File: src/rtl/i2s_audio_tx.sv
// i2s_audio_tx: stereo I2S slave transmitter; frames enter a small FIFO and are
// serialised MSB-first on i2s_dout, aligned to the codec-driven SCLK/LRCLK.
`timescale 1ns/1ps
module i2s_audio_tx #(
  parameter int DATA_W     = 16,
  parameter int SLOT_W     = 32,
  parameter int FIFO_DEPTH = 4
) (
  input  logic                          Clk,
  input  logic                          Reset_n,
  input  logic                          i2s_sclk,
  input  logic                          i2s_lrclk,
  input  logic                          sample_valid,
  output logic                          sample_ready,
  input  logic [DATA_W-1:0]             sample_left,
  input  logic [DATA_W-1:0]             sample_right,
  output logic                          i2s_dout,
  output logic                          underrun,
  output logic [$clog2(FIFO_DEPTH):0]   fifo_level
);
  localparam int AW = $clog2(FIFO_DEPTH);
  localparam int LW = AW + 1;
  localparam int CW = $clog2(SLOT_W);

  logic [2:0] sclk_q, sclk_d;
  logic [1:0] lr_q, lr_d;
  logic lr_prev_q, lr_prev_d, ch_q, ch_d, start_q, start_d, armed_q, armed_d;
  logic dout_q, dout_d, underrun_q, underrun_d;
  logic [CW-1:0] cnt_q, cnt_d, cnt_inc;
  logic [DATA_W-1:0] left_sh_q, left_sh_d, right_sh_q, right_sh_d, cur, cur_sh;
  logic [2*DATA_W-1:0] mem_q [FIFO_DEPTH];
  logic [2*DATA_W-1:0] mem_d [FIFO_DEPTH];
  logic [AW-1:0] wr_q, wr_d, rd_q, rd_d;
  logic [LW-1:0] lvl_q, lvl_d;
  logic sfall, trans, load, push, pop;

  always_comb begin
    sclk_d = {sclk_q[1:0], i2s_sclk};
    lr_d = {lr_q[0], i2s_lrclk};
    sfall = sclk_q[2] & ~sclk_q[1];
    trans = sfall & (lr_q[1] ^ lr_prev_q);
    load = trans & ~lr_q[1];
    sample_ready = lvl_q != LW'(FIFO_DEPTH);
    push = sample_valid & sample_ready;
    pop = load & (lvl_q != '0);
    cur = ch_q ? right_sh_q : left_sh_q;
    cur_sh = cur << 1;
    cnt_inc = (cnt_q == CW'(SLOT_W - 1)) ? cnt_q : cnt_q + CW'(1);
    mem_d = mem_q;
    if (push) mem_d[wr_q] = {sample_left, sample_right};
    wr_d = push ? wr_q + AW'(1) : wr_q;
    rd_d = pop ? rd_q + AW'(1) : rd_q;
    lvl_d = lvl_q + LW'(push) - LW'(pop);
    lr_prev_d = lr_prev_q;
    ch_d = ch_q;
    start_d = start_q;
    armed_d = armed_q;
    cnt_d = cnt_q;
    dout_d = dout_q;
    underrun_d = 1'b0;
    left_sh_d = left_sh_q;
    right_sh_d = right_sh_q;
    if (sfall) begin
      lr_prev_d = lr_q[1];
      // first sfall after an LRCLK edge drives the MSB; the edge itself still finishes the old slot
      if (start_q && !trans) begin
        cnt_d = '0;
        start_d = 1'b0;
        dout_d = armed_q & cur[DATA_W-1];
      end else begin
        cnt_d = cnt_inc;
        dout_d = armed_q && (32'(cnt_inc) < DATA_W) && cur_sh[DATA_W-1];
        if (ch_q) right_sh_d = cur_sh;
        else left_sh_d = cur_sh;
      end
      if (trans) begin
        ch_d = lr_q[1];
        start_d = 1'b1;
      end
      if (load) begin
        armed_d = 1'b1;
        underrun_d = ~pop;
        {left_sh_d, right_sh_d} = pop ? mem_q[rd_q] : '0;
      end
    end
  end

  always_ff @(posedge Clk or negedge Reset_n) begin
    if (!Reset_n) begin
      sclk_q <= '0;
      lr_q <= '0;
      lr_prev_q <= 1'b0;
      ch_q <= 1'b0;
      start_q <= 1'b0;
      armed_q <= 1'b0;
      cnt_q <= '0;
      dout_q <= 1'b0;
      underrun_q <= 1'b0;
      left_sh_q <= '0;
      right_sh_q <= '0;
      wr_q <= '0;
      rd_q <= '0;
      lvl_q <= '0;
      for (int i = 0; i < FIFO_DEPTH; i++) mem_q[i] <= '0;
    end else begin
      sclk_q <= sclk_d;
      lr_q <= lr_d;
      lr_prev_q <= lr_prev_d;
      ch_q <= ch_d;
      start_q <= start_d;
      armed_q <= armed_d;
      cnt_q <= cnt_d;
      dout_q <= dout_d;
      underrun_q <= underrun_d;
      left_sh_q <= left_sh_d;
      right_sh_q <= right_sh_d;
      wr_q <= wr_d;
      rd_q <= rd_d;
      lvl_q <= lvl_d;
      mem_q <= mem_d;
    end
  end

  assign i2s_dout = dout_q;
  assign underrun = underrun_q;
  assign fifo_level = lvl_q;
endmodule
File: config.mk
export PLATFORM = sky130hd
export DESIGN_NAME = i2s_audio_tx
export DESIGN_NICKNAME = d
export VERILOG_FILES = /design/src/rtl/i2s_audio_tx.sv
export SDC_FILE = /design/constraint.sdc
export NUM_CORES = 1
export LEC_CHECK = 0
export BUFFER_PORTS_ARGS = -buffer_cell sky130_fd_sc_hd__buf_2
export CORE_UTILIZATION = 44
export CTS_CLUSTER_SIZE = 10
export DETAILED_ROUTE_END_ITERATION = 10
export GPL_ROUTABILITY_DRIVEN = 0
export PLACE_DENSITY_LB_ADDON = 0.05
export RECOVER_POWER = 25
export SLEW_MARGIN = 15
export SYNTH_ARGS = -nofsm -noshare
export SYNTH_HDL_FRONTEND = slang
export SYNTH_SLANG_ARGS = --single-unit
File: constraint.sdc
create_clock -name Clk -period 2.7 [get_ports Clk]
set_input_delay 0 -clock Clk [delete_from_list [all_inputs] [get_ports Clk]]
set_output_delay 0 -clock Clk [all_outputs]
set_load 0.05 [all_outputs]
==> qor.csv <==
metric,value,unit
synth_top_family_by_area,multiplexers,
diodes,0,
first_pass_iters,8,
crit_path_start_kind,register,
nNetsFinal,703,
start_util,45.4,%
holdCritPathClass,in -> reg,
syn_area,8240,um^2
layout-drive-gt1-share,39.8,%
yosys.area_share.simple,6.17,%
cts.sinks,183,
post-route-period-util,82.3,%
max_freq,450,MHz
synth-compound-area-share,4.13,%
wl_per_cell,18.9,um
finalSetupViolCount,0,
setup_ws,478,ps
finalSetupTns,0,ps
final_cells,900,
die_h,139,um
p_comb_share,34.6,%
synth_mux_area_share,28.8,%
critPathArrivalTime,2570,ps
synth_nets,628,
syn_to_final_growth,16.6,%
maxSlewHeadroom,-35.7,%
synth_flop_cell,dfrtp_1,
slew_violations,77,
cts_buffers,17,
crit_path_end_kind,register,
die_x,139,um
peakVddDrop,0.523,mV
hpwl,10500,um
avgSynthCellArea,14.1,um^2
grt_max_degree,78,
drt_iter0_drc,214,
grt_antenna_before_repair,0,
num_rows,49,
clk_pin_slew,70,ps
io_buffer_count,42,
rsz0062_at_grt,no,
leakage,4.13,nW
p_sw,3.53,mW
holdWs,142,ps
netSwitchingFraction,30.9,%
post_cts_buffers,0,
async_reset_ff_share,100,%
fillers,1574,
maxCapViolations,1,
ant_nets,0,
period_minus_slack,2220,ps
hold_viol,0,
crit_fanout,5,
status,finished with violations,
ys_warn_count,0,
grt_pass1_vias,5211,
cts_max_level,4,
cts_tree,built,
core-area,18100,um^2
crit_type,reg -> reg,
place_ws,489,ps
powerDensity,1190,nW/um^2
synth_fa_ha_area_share,1.31,%
synth-edff-count,0,
dp_cells,833,
grt_overflow,0,
violations,"DRC, capacitance limit, slew limit",
cts-root-buf,clkbuf_16,
worst_pin_slew,2040,ps
finalWirelength,17000,um
synth_cell_type_count,38,
synth-seq-area-share,55.6,%
synth-seq-cells,183,
critPathRequiredTime,3050,ps
dr_total_vias,4854,
viasPerCell,5.39,
p_int,7.90,mW
clk_latency,430,ps
synthXorXnorAreaFrac,0.638,%
netlist_instances,583,
die-area,19300,um^2
seqPwrFrac,41.8,%
drc_errors,4,
clkPwrFrac,23.6,%
grt_pass1_wl,28600,um
grt.total_usage,19.3,%
ctsLongestPathBuffers,2,
clock-skew-final,10.7,ps
total_power,11.4,mW
ioPinCount,43,
-- through the flow --
step | instance area [um^2] | util (%)
after floorplan | 8240 | -
after global placement | 8620 | 47.5
after detailed placement | 8620 | 47.5
after CTS | 9610 | 53.0
after global routing | 9600 | 52.9
final | 9600 | 52.9
-- flip-flops by register name, summed over array words and instances, names as in the netlist, 2 cells and up --
register,cells
cnt_q,5
fifo_level,3
left_sh_q,16
lr_q,2
mem_q,128
rd_q,2
right_sh_q,16
sclk_q,3
wr_q,2
-- logic make-up (layout without fill, tap and decap cells) --
kind of cell               Yosys count  in the layout
buffers and inverters               44            132
DFF                                183            183
AOI/OAI and AO/OA                   54             54
and+or+nand+nor                    112            112
adders and majority gates            8              8
muxes                              176            176
xor gates and xnor gates             6              6
-- layer usage --
| layer | up-vias | share of wire, % | GRT usage, % |
|---|---|---|---|
| li1 | 2248 | - | - |
| met3 | 15 | 2.3 | 3.42 |
| met4 | 0 | 1.1 | 6.08 |
| met5 | - | 0 | 0 |
| met2 | 56 | 51 | 32.8 |
| met1 | 2535 | 46 | 25.2 |
-- placed cells by master (no fill, tap or decap), drive strengths merged, types with 3 or more instances in the layout --
master / instances
dfrtp: 183
mux2: 142
nand2: 61
buf: 52
dlygate4sd3: 35
nor2: 35
mux4: 32
a31oi: 31
clkbuf: 20
inv: 17
o21ai: 8
a21oi: 8
ha: 7
xnor2: 5
nor2b: 4
bufinv: 4
clkinvlp: 3
-- power groups by stage --
stage	combinational (mW)	sequential, mW	clock, mW
2_1_floorplan	3.18	4.64	0
3_3_place_gp	3.91	4.73	0
3_5_place_dp	4.01	4.83	0
4_1_cts	4.06	4.78	2.78
5_1_grt	4.32	4.96	2.88
6_report	3.95	4.78	2.70
-- critical path: stages (launching register included) --
cell     delay (ps)
dfrtp_1         460
nor3_1          400
nor2_4           50
ha_1            270
inv_1            60
ha_1            130
inv_1            50
fa_1            380
xnor2_1         200
xnor2_1         140
-- layout make-up --
type	count	area [um^2]	share of cell area, %
clock buffer	17	425	4.43
clock inverter	15	214	2.23
inverter	10	37.5	0.391
multi-input combinational	356	3380	35.2
sequential	183	4580	47.7
tap	229	287	2.98
timing repair buffer	90	681	7.09
-- cell usage after synthesis (all sizes together), types with 5 or more instances --
cell type	count	area, um^2
nand2	61	259
nor2	35	139
o21ai	8	40.0
mux4	32	721
inv	10	37.5
xnor2	5	43.8
dfrtp	183	4580
buf	26	213
a31oi	31	194
clkbuf	8	30.0
a21oi	8	40.0
ha	7	87.6
mux2	142	1630
-- repair_timing --
action / in CTS / in global routing
hold endpoints to repair: 204 / 0
hold buffers: 35 / 0
gates resized for setup: 0 / 0
-- worst paths after layout --
kind	startpoint	endpoint	slack (ps)	cells after the start
setup / recovery	fifo_level[2]	fifo_level[2]	480	9
hold / removal	sample_valid	wr_q[0]	140	4
setup reg to reg	fifo_level[2]	fifo_level[2]	480	9
hold reg to reg	lr_q[0]	lr_q[1]	350	0
max in group asynchronous	Reset_n	rd_q[0]	680	2
min in group asynchronous	Reset_n	wr_q[1]	680	2
(Power assumes the default switching activity.)
